<file path="src/rtl/burst_len_collector.sv">
// burst_len_collector
//   Counts beats (s) between end-of-burst pulses (g) from the upstream burst
//   FSM and commits each burst length into a small FIFO. The FIFO head is
//   presented over a valid/ready handshake. Bursts that find the FIFO full
//   are discarded and counted in a saturating drop counter.
// Ports:
//   clk, rst      clock, asynchronous active-high reset
//   s, g          beat strobe / end-of-burst pulse (registered upstream)
//   len_valid     FIFO not empty
//   len_ready     consumer accepts head entry
//   len_data      head entry burst length
//   len_sat       head entry length saturated at 2^CNT_W-1
//   busy          collector FSM not idle
//   drop_cnt      bursts lost to a full FIFO (saturating)
module burst_len_collector #(
    parameter int CNT_W  = 8,
    parameter int DEPTH  = 4,
    parameter int AW     = 2,
    parameter int DROP_W = 8
) (
    input  logic              clk,
    input  logic              rst,
    input  logic              s,
    input  logic              g,
    output logic              len_valid,
    input  logic              len_ready,
    output logic [CNT_W-1:0]  len_data,
    output logic              len_sat,
    output logic              busy,
    output logic [DROP_W-1:0] drop_cnt
);

    typedef enum logic [1:0] {IDLE, COUNT, COMMIT} state_t;

    localparam logic [CNT_W-1:0] CNT_MAX  = '1;
    localparam logic [AW:0]      FULL_LVL = (AW+1)'(DEPTH);

    state_t             state_q, state_d;
    logic [CNT_W-1:0]   cnt_q, cnt_d;
    logic               sat_q, sat_d;
    logic [CNT_W-1:0]   cmt_len_q, cmt_len_d;
    logic               cmt_sat_q, cmt_sat_d;
    logic [AW-1:0]      wr_ptr_q, wr_ptr_d;
    logic [AW-1:0]      rd_ptr_q, rd_ptr_d;
    logic [AW:0]        level_q, level_d;
    logic [DROP_W-1:0]  drop_q, drop_d;
    logic [CNT_W:0]     mem_q [DEPTH];

    logic               pop, push, drop;
    logic [CNT_W-1:0]   cnt_inc;
    logic               sat_inc;

    // Counter holds at max instead of wrapping; sat flags the overflow.
    assign cnt_inc = (cnt_q == CNT_MAX) ? cnt_q : cnt_q + CNT_W'(1);
    assign sat_inc = sat_q | (cnt_q == CNT_MAX);

    assign pop  = (level_q != '0) && len_ready;
    // A full FIFO still accepts the commit when the head leaves this cycle.
    assign push = (state_q == COMMIT) && ((level_q != FULL_LVL) || pop);
    assign drop = (state_q == COMMIT) && !push;

    always_comb begin
        state_d   = state_q;
        cnt_d     = cnt_q;
        sat_d     = sat_q;
        cmt_len_d = cmt_len_q;
        cmt_sat_d = cmt_sat_q;
        case (state_q)
            // IDLE and COMMIT both start a fresh burst from a zero count.
            IDLE, COMMIT: begin
                cnt_d = '0;
                sat_d = 1'b0;
                if (g) begin
                    cmt_len_d = CNT_W'(s);
                    cmt_sat_d = 1'b0;
                    state_d   = COMMIT;
                end else if (s) begin
                    cnt_d   = CNT_W'(1);
                    state_d = COUNT;
                end else begin
                    state_d = IDLE;
                end
            end
            COUNT: begin
                if (g) begin
                    // A beat coincident with g still belongs to this burst.
                    cmt_len_d = s ? cnt_inc : cnt_q;
                    cmt_sat_d = s ? sat_inc : sat_q;
                    cnt_d     = '0;
                    sat_d     = 1'b0;
                    state_d   = COMMIT;
                end else if (s) begin
                    cnt_d = cnt_inc;
                    sat_d = sat_inc;
                end
            end
            default: state_d = IDLE;
        endcase
    end

    always_comb begin
        wr_ptr_d = wr_ptr_q + AW'(push);
        rd_ptr_d = rd_ptr_q + AW'(pop);
        level_d  = level_q + (AW+1)'(push) - (AW+1)'(pop);
        drop_d   = (drop && (drop_q != '1)) ? drop_q + DROP_W'(1) : drop_q;
    end

    always_ff @(posedge clk or posedge rst) begin
        if (rst) begin
            state_q   <= IDLE;
            cnt_q     <= '0;
            sat_q     <= 1'b0;
            cmt_len_q <= '0;
            cmt_sat_q <= 1'b0;
            wr_ptr_q  <= '0;
            rd_ptr_q  <= '0;
            level_q   <= '0;
            drop_q    <= '0;
        end else begin
            state_q   <= state_d;
            cnt_q     <= cnt_d;
            sat_q     <= sat_d;
            cmt_len_q <= cmt_len_d;
            cmt_sat_q <= cmt_sat_d;
            wr_ptr_q  <= wr_ptr_d;
            rd_ptr_q  <= rd_ptr_d;
            level_q   <= level_d;
            drop_q    <= drop_d;
        end
    end

    // Storage needs no reset: entries are only visible once level says so.
    always_ff @(posedge clk) begin
        if (push) mem_q[wr_ptr_q] <= {cmt_sat_q, cmt_len_q};
    end

    assign len_valid           = (level_q != '0);
    assign {len_sat, len_data} = mem_q[rd_ptr_q];
    assign busy                = (state_q != IDLE);
    assign drop_cnt            = drop_q;

endmodule

</file>
<file path="config.mk">
export PLATFORM = sky130hd
export DESIGN_NAME = burst_len_collector
export DESIGN_NICKNAME = d
export VERILOG_FILES = /design/src/rtl/burst_len_collector.sv
export SDC_FILE = /design/constraint.sdc
export NUM_CORES = 1
export LEC_CHECK = 0
export ABC_AREA = 1
export ABC_CLOCK_PERIOD_IN_PS = 2250
export BUFFER_PORTS_ARGS = -buffer_cell sky130_fd_sc_hd__buf_2
export CAP_MARGIN = 0
export CORE_UTILIZATION = 50
export DETAILED_ROUTE_END_ITERATION = 6
export PLACE_DENSITY = 0.68
export SYNTH_ARGS = -nofsm -noshare
export SYNTH_HDL_FRONTEND = slang
export SYNTH_SLANG_ARGS = --single-unit
</file>
<file path="constraint.sdc">
create_clock -name clk -period 2.25 [get_ports clk]
set_input_delay 0.1125 -clock clk [delete_from_list [all_inputs] [get_ports clk]]
set_output_delay 0.1125 -clock clk [all_outputs]
set_load 0.01 [all_outputs]
</file>
# == Word level (Yosys, flattened, before mapping) ==
# Memory sizes are Yosys's and may differ from the RTL's.
# Index checks and enable logic that the tools add are counted.
# op_classes
n_reduce_logical,12
n_eq_ne,7
bitwise_logic,1
n_mux,21
addsub,6
# ops
cell,count
8-bit 2-to-1 mux,5
8-bit case mux with 2 select lines,2
"8-bit by 1-bit adder with 8-bit output, second input constant",2
1-bit 2-to-1 mux,9
"8-bit == test, second input constant",1
"8-bit != test, second input constant",1
2-bit by 1-bit adder with 2-bit output,2
1-bit logical AND,4
2-bit 2-to-1 mux,2
"2-bit != test, second input constant",2
1-bit case mux with 2 select lines,2
2-bit case mux with 2 select lines,1
2-bit nonzero test,2
3-bit by 1-bit adder with 3-bit output,1
"3-bit != test, second input constant",1
3-bit AND reduction,1
3-bit nonzero test,1
3-bit by 1-bit subtractor with 3-bit output,1
"2-bit by 1-bit == test with 1-bit output, second input constant",1
"2-bit == test, second input constant",1
2-bit zero test,1
2-bit OR reduction,1
1-bit zero test,1
1-bit logical OR,1
1-bit bitwise OR,1
# word_totals
out_inout_bits,19
n_memories,1
mem_bits_rw,36
wordCells,57
regBits,35
in_bits,5
# memory_table
name,depth,word_bits,read_ports,rd_clocked_by_memory_dff,wr,line_no,text
mem_q,4,9,1,0,1,47,logic [CNT_W:0] mem_q [DEPTH];

# == Logic depth before layout (Yosys ltp) ==
# Gate-level depths: netlist of the first run.
# depth
depth_word,7
ltp_mapped,10
depth_no_buf,10

# == Worst setup path after synthesis of the first run ==
# No wires, ideal clock.
# synth_path
kind,flip-flop to flip-flop
from,register level_q[1]
to,register level_q[2]
path_stages_with_launch,11
t_arrival_ns,1.872
n_path_buf,0
slack_ns,0.249
setup_ns,0.129
period_less_slack_ns,2.001
t_required_ns,2.121
path_cell_list,dfrtp_1 > nor2_2 > nand3_1 > nand2_1 > ha_1 > inv_1 > ha_1 > inv_1 > fa_1 > xnor2_1 > xor2_1
# synth_between
elab_chain_cells,6
word_cells_on_any_way,7
classes_between,2 x add/sub; 1 x eq/ne; 4 x reduce/logical
# synth_lines
item,line_no,text
"start, declared",45,"logic [AW:0] level_q, level_d;"
"start signal, assigned",127,level_q <= level_d;
3-bit nonzero test,57,assign pop = (level_q != '0) && len_ready;
1-bit logical AND,57,
1-bit logical OR,59,assign push = (state_q == COMMIT) && ((level_q != FULL_LVL) || pop);
1-bit logical AND,59,
3-bit by 1-bit adder with 3-bit output,104,level_d = level_q + (AW+1)'(push) - (AW+1)'(pop);
3-bit by 1-bit subtractor with 3-bit output (*),104,
via level_d[2],45,
# Mark *: on every way through the listed nets, which the timed path passes. The rest lies on a longest branch.
# A chain may end at the register's enable or synchronous reset.

# == Final worst setup path of the first run ==
# Same ends and word-level chain as after synthesis.

==> run_results.csv, run 1 <==
group,metric,value,unit
synthesis,synthAdderAreaFrac,2.93,%
route,vias_per_cell,5.05,
worst_setup_path,cp.buffers_inverters,2,
clocking,tritoncts,"built",
synthesis,ys.flop_type,"edfxtp_1",
synthesis,yosysWarnings,0,
synthesis,postSynthAreaPerCell,9.93,um^2
worst_setup_path,cp_data_required_time,2520,ps
route,route.detailed.drc,0,
worst_setup_path,slowest_stage,"dfrtp_1",
worst_setup_path,timing.rr.end,"level_q[2]$_DFF_PP0_",
timing,setup_violations,0,
timing,rsz0062_at_grt,"false",
floorplanning,die_area,0.00682,mm^2
global_routing,grt_max_degree,36,
worst_setup_path,path_delay_family,"adder cells",
clocking,cts_buffers,9,
floorplanning,io_pins,24,
route,wl_per_cell,13.5,um
synthesis,synthArstFlopShare,49.3,%
synthesis,yosysUniqueCellTypes,29,
timing,fin_worst_skew,6.48,ps
timing,fin_crit,2020,ps
synthesis,seq_area_frac_synth,60.2,%
floorplanning,core,0.00631,mm^2
global_routing,gr-total-overflow,0,
floorplanning,die_width,82.6,um
worst_setup_path,critPathKind,"reg2reg",
hold_path,hold_path_end,"cnt_q[7]$_DFFE_PP0P_",
synthesis,yosys.area.top_type,"edfxtp_1",
final_layout,drive_gt1_share,17.4,%
synthesis,synth.most_common_cell,"nand2_1",
route,first_iter_violations,112,
synthesis,synth_commonest_cells,"nand2_1 (87), edfxtp_1 (36), dfrtp_1 (35)",
global_routing,grt_pass1_vias,1991,
timing,max_clock_freq,495,MHz
clocking,cts_buffer_depth,2,
synthesis,synth_top_family_by_area,"simple AND/OR/NAND/NOR gates",
worst_setup_path,worstSetupStartpointType,"flop",
worst_setup_path,reg2reg_slack,230,ps
place,gp_congestion,0.813,
timing,tightest_slew,513,ps
route,first_pass_iters,4,
floorplanning,die_h,82.6,um
hold_path,holdPathStages,4,
place,port_buffers,23,
synthesis,synth-xor-area-share,2.70,%
synthesis,synth_nets,339,
route,wl,6.01,mm
flow_run,drv_cap,0,
timing,finalHoldViolCount,0,
hold_path,hold_class,"in2reg",
worst_setup_path,reg2reg_depth,9,
floorplanning,start_util,51.4,%
synthesis,netlist_area,0.00325,mm^2
synthesis,synthTopCellsByArea,"edfxtp_1 (33%), dfrtp_1 (27%), nand2_1 (10%)",
clocking,cts-root-buf,"clkbuf_8",
global_routing,antenna_found_initial,0,
final_layout,nets,375,
place,dp_hpwl,4.12,mm
pwr,power,0.00387,W
synthesis,synthSimpleGateAreaFrac,22.8,%
synthesis,ys_seq_elements,71,
synthesis,synthMuxAreaShare,0,%
clocking,post_cts_buffers,0,
timing,drv_slew,0,
worst_setup_path,cpPeakStageDelay,450,ps
global_routing,grt.total_usage,19.5,%
clocking,clk_latency,340,ps
global_routing,grt_pass1_wl,9.75,mm
synthesis,synth_edf_count,36,
clocking,htree_levels,3,
timing,fin_crit_sh,89.7,%
status,status,"finished clean",
worst_setup_path,worstPathMaxFanout,4,
final_layout,syn_to_final_growth,14.5,%
floorplanning,rows,29,
pwr,cellLeakagePower,1.69,nW
clocking,clkSinkCount,71,
final_layout,antennaDiodeCount,0,
timing,setup_tns,0,ps
worst_setup_path,cp.arrival,2290,ps
pwr,ir_drop,556,uV
synthesis,syn-instance-count,327,
pwr,p_per_area,1040,mW/mm^2
worst_setup_path,worstPathCellList,"nor2_4 > a21oi_1 > ha_1 > inv_1 > ha_1 > inv_1 > fa_1 > xnor2_1 > xor2_1",
timing,relSlewSlack,65.7,%
route,detail-route-antenna-nets,0,
route,vias,2249,
timing,timing.hold.ws,139,ps
worst_setup_path,endpoint_kind,"flop",
synthesis,synth-compound-area-share,6.36,%
worst_setup_path,r2r-start,"level_q[1]$_DFF_PP0_",
synthesis,synth_top_area_share,33.3,%
hold_path,holdCritStartpoint,"g",
clocking,clk_pin_slew_worst_paths,80,ps
## through the flow
step / setup slack [ps] / cells / cell area (um^2) / utilization (%)
after floorplan: 249 / 327 / 3250 / -
after global placement: 268 / 428 / 3480 / 55.2
after detailed placement: 174 / 428 / 3480 / 55.2
after CTS: 167 / 445 / 3710 / 58.8
after global routing: 73.1 / 445 / 3720 / 58.9
final: 231 / 445 / 3720 / 58.9
## cell families after synthesis
logic type                 after synthesis
xor gates and xnor gates                10
buffers and inverters                   40
AOI/OAI and AO/OA                       37
DFF                                     71
and+or+nand+nor                        162
adders and majority gates                7
## registers in the layout, indices dropped and copies added, names as in the netlist
register / cells
mem_q: 36
cmt_len_q: 8
cnt_q: 8
drop_cnt: 8
level_q: 3
rd_ptr_q: 2
state_q: 2
wr_ptr_q: 2
cmt_sat_q: 1
sat_q: 1
## metal layers
metal	track usage (%)	vias up	part of all wire (%)
met5	0	-	0
met4	5.69	0	1.0
met3	4.62	8	3.8
met2	30.5	44	46
met1	27.1	1037	49
li1	-	1160	-
## worst max path at each step
stage | startpoint | to | cells past startpoint
after floorplan | level_q[1]$_DFF_PP0_ | level_q[2]$_DFF_PP0_ | 10
after global placement | level_q[1]$_DFF_PP0_ | level_q[2]$_DFF_PP0_ | 9
after detailed placement | level_q[1]$_DFF_PP0_ | level_q[2]$_DFF_PP0_ | 9
after CTS | level_q[1]$_DFF_PP0_ | level_q[2]$_DFF_PP0_ | 9
after global routing | level_q[1]$_DFF_PP0_ | level_q[2]$_DFF_PP0_ | 9
final | level_q[1]$_DFF_PP0_ | level_q[2]$_DFF_PP0_ | 9
## worst reg2reg max path: stages (launching register included)
cell     delay (ps)
dfrtp_1         450
nor2_4          140
a21oi_1         110
ha_1            290
inv_1            60
ha_1            130
inv_1            50
fa_1            370
xnor2_1         180
xor2_1          150
## power breakdown
part	switching (W)	total, W	internal (W)	leakage [nW]
Sequential	0.000148	0.00172	0.00157	0.798
Clock	0.000503	0.00113	0.000626	0.102
Combinational	0.000626	0.00102	0.000398	0.790
## cells in the final DEF, fill, tap and decap left out, drive strengths merged, types with 8 or more instances in the layout
master / Yosys / layout
nand2: 89 / 89
nor2: 37 / 37
edfxtp: 36 / 36
dfrtp: 35 / 35
inv: 33 / 34
buf: 5 / 31
nand3: 24 / 24
o21ai: 23 / 23
o22ai: 9 / 9
clkbuf: 2 / 9
xor2: 8 / 8
## timing repair
action,CTS,global route
gates resized for setup,0,1
hold endpoints to repair,35,0
endpoints found under the setup margin,0,1
hold buffers,1,0
## area by class of cell
type,instances,area (um^2)
fillers,558,2590
flip-flops and latches,71,1960
multi-input cells,216,1130
repair buffers,32,185
inverters,33,126
clock buffers,9,124
clock inverters,7,96.3
well taps,77,96.3
No activity file was read; power rests on OpenSTA's default activity.
==> run 2, diff against run 1 <==
Settings changed: ABC_CLOCK_PERIOD_IN_PS 2250 to 1800, CORE_MARGIN from default to 2, PLACE_DENSITY 0.68 to 0.71.
Clock period 2.25 ns to 1.8 ns, I/O delays scaled along.
==> run 2 against run 1 <==
  * The flow now finishes with violations (negative setup slack)
  * First-iteration DRC count is 8.0% lower
  * Clock skew is 1.7 ps higher
  * Die area is 4.9% higher
  * Cell area is 3.7% higher
  * Flip-flop and latch count stayed put
  * Power is 31% higher
  * Register-to-register slack worse by 300 ps
  * Cell count is 2.7% higher
  * Utilization is 2.2 points higher
  * Critical endpoint unchanged
  * Largest cell class unchanged
==> run_results.csv, run 2 (same netlist as run 1, synthesis figures left out) <==
group,metric,value,unit
global_routing,grt_pass1_wl,10.7,mm
hold_path,hold_class,"in2reg",
hold_path,holdCritStartpoint,"g",
clocking,clk_latency,340,ps
floorplanning,core,0.00631,mm^2
route,first_pass_iters,4,
global_routing,grt_max_degree,36,
clocking,tritoncts,"built",
worst_setup_path,slowest_stage,"dfrtp_1",
clocking,cts-root-buf,"clkbuf_8",
final_layout,antennaDiodeCount,0,
timing,finalHoldViolCount,0,
floorplanning,die_area,0.00716,mm^2
worst_setup_path,endpoint_kind,"flop",
worst_setup_path,critPathKind,"reg2reg",
worst_setup_path,cp_data_required_time,2020,ps
final_layout,design_area,0.00386,mm^2
hold_path,holdPathStages,4,
worst_setup_path,worstPathMaxFanout,3,
final_layout,top_register,"mem_q",
floorplanning,die_width,84.6,um
clocking,clk_pin_slew_worst_paths,70,ps
worst_setup_path,cp.arrival,2090,ps
place,gp_congestion,0.891,
final_layout,drive_gt1_share,22.4,%
global_routing,grt_use_met1,25.9,%
pwr,cellLeakagePower,1.76,nW
timing,relSlewSlack,69.9,%
clocking,cts_buffer_depth,2,
hold_path,hold_path_end,"cnt_q[7]$_DFFE_PP0P_",
global_routing,antenna_found_initial,0,
timing,fin_worst_skew,8.14,ps
final_layout,nets,387,
flow_run,drv_cap,0,
worst_setup_path,timing.rr.end,"level_q[2]$_DFF_PP0_",
timing,setup_ws,-65.5,ps
global_routing,grt.total_usage,19.1,%
place,port_buffers,23,
timing,max_clock_freq,536,MHz
final_layout,final_common_cell,"nand2_1",
worst_setup_path,worstSetupStartpointType,"flop",
route,first_iter_violations,103,
worst_setup_path,r2r-start,"level_q[1]$_DFF_PP0_",
pwr,power,0.00508,W
timing,fin_crit,1870,ps
floorplanning,io_pins,24,
pwr,p_per_area,1320,mW/mm^2
route,wl_per_cell,13.6,um
worst_setup_path,worstPathCellList,"nor2_4 > nand3_2 > nand2_2 > ha_4 > inv_2 > ha_4 > inv_2 > fa_2 > xnor2_2 > xor2_1",
global_routing,use_met2,29.9,%
floorplanning,start_util,51.4,%
final_layout,fill_cells,513,
timing,fin_crit_sh,104,%
worst_setup_path,cpPeakStageDelay,410,ps
place,placed_area,0.00359,mm^2
route,route.detailed.drc,0,
global_routing,grt_pass1_vias,2292,
floorplanning,rows,29,
route,vias_per_cell,5.19,
pwr,ir_drop,747,uV
timing,drv_slew,0,
route,wl,6.22,mm
timing,rsz0062_at_grt,"true",
final_layout,final_cell_mix,"nand2_1 (86), edfxtp_1 (36), dfrtp_1 (35)",
place,dp_hpwl,4.22,mm
global_routing,grt_util_met3,3.93,%
timing,timing.hold.ws,110,ps
clocking,cts_buffers,9,
global_routing,busiest_layer,"met2",
clocking,htree_levels,3,
place,place_ws,-87.5,ps
route,vias,2372,
clocking,clkSinkCount,71,
final_layout,largest_register_ffs,36,
route,detail-route-antenna-nets,0,
floorplanning,die_h,84.6,um
timing,setup_violations,1,
status,status,"finished with violations",
final_layout,syn_to_final_growth,18.8,%
status,violations,"negative setup slack",
worst_setup_path,reg2reg_slack,-70,ps
worst_setup_path,reg2reg_depth,10,
timing,tightest_slew,451,ps
global_routing,gr-total-overflow,0,
==> run 2: cell types whose count changed in the layout (fill, tap and decap cells not counted), moves of 2 or more <==
cell	change
buf_4	+11
clkbuf_1	+2
clkinv_2	+2
clkinvlp_4	-2
ha_1	-2
ha_4	+2
inv_1	-4
inv_2	+3
==> run 2: power by group <==
group	internal [W]	total [W]	switching (W)
clock network	0.000775	0.00135	0.000579
registers	0.00196	0.00213	0.000174
logic	0.000703	0.00159	0.000890
total	0.00344	0.00508	0.00164
==> run 2: timing repair <==
item,CTS,global route
setup endpoints to repair,2,10
endpoints found under the hold margin,35,0
setup buffers,1,1
hold buffers,1,0
resized for setup,4,2
pin swaps,2,1
==> run 2: worst max-delay path, delay by kind of cell (launching register included) <==
kind / cells / cell delay (ps)
simple gates: 3 / 320
buf+inv: 2 / 90
fa+ha+maj: 3 / 660
flops: 1 / 410
xor+xnor: 2 / 280
==> run 2: metrics by stage <==
stage | TNS (ps) | cells | utilization [%]
2_1_floorplan | -202 | 327 | -
3_3_place_gp | -51.4 | 438 | 56.8
3_5_place_dp | -101 | 438 | 56.8
4_1_cts | -59.1 | 456 | 60.7
5_1_grt | -188 | 457 | 61.1
6_report | -65.5 | 457 | 61.1
==> run 2: worst max-delay path by stage <==
stage | start | to | slack (ps) | depth (start not counted)
after floorplan | level_q[1]$_DFF_PP0_ | level_q[2]$_DFF_PP0_ | -140 | 10
after detailed placement | level_q[2]$_DFF_PP0_ | level_q[2]$_DFF_PP0_ | -90 | 9
after global placement | level_q[1]$_DFF_PP0_ | level_q[2]$_DFF_PP0_ | -50 | 10
final | level_q[1]$_DFF_PP0_ | level_q[2]$_DFF_PP0_ | -70 | 10
after global routing | level_q[1]$_DFF_PP0_ | level_q[2]$_DFF_PP0_ | -150 | 10
after CTS | level_q[0]$_DFF_PP0_ | level_q[2]$_DFF_PP0_ | -60 | 10
==> run 2: routing by layer <==
metal / wire length [um] / vias up
met3: 245 / 15
met1: 2910 / 1128
met2: 2940 / 41
met5: 0 / -
li1: - / 1188
met4: 121 / 0
==> run 2: layout make-up <==
| class | instances | area (um^2) | area share, % |
|---|---|---|---|
| multi-input cells | 216 | 1180 | 30.6 |
| repair buffers | 44 | 288 | 7.46 |
| clock inverters | 5 | 75.1 | 1.95 |
| clock buffers | 11 | 131 | 3.41 |
| well taps | 77 | 96.3 | 2.50 |
| inverters | 33 | 130 | 3.37 |
| flip-flops and latches | 71 | 1960 | 50.7 |
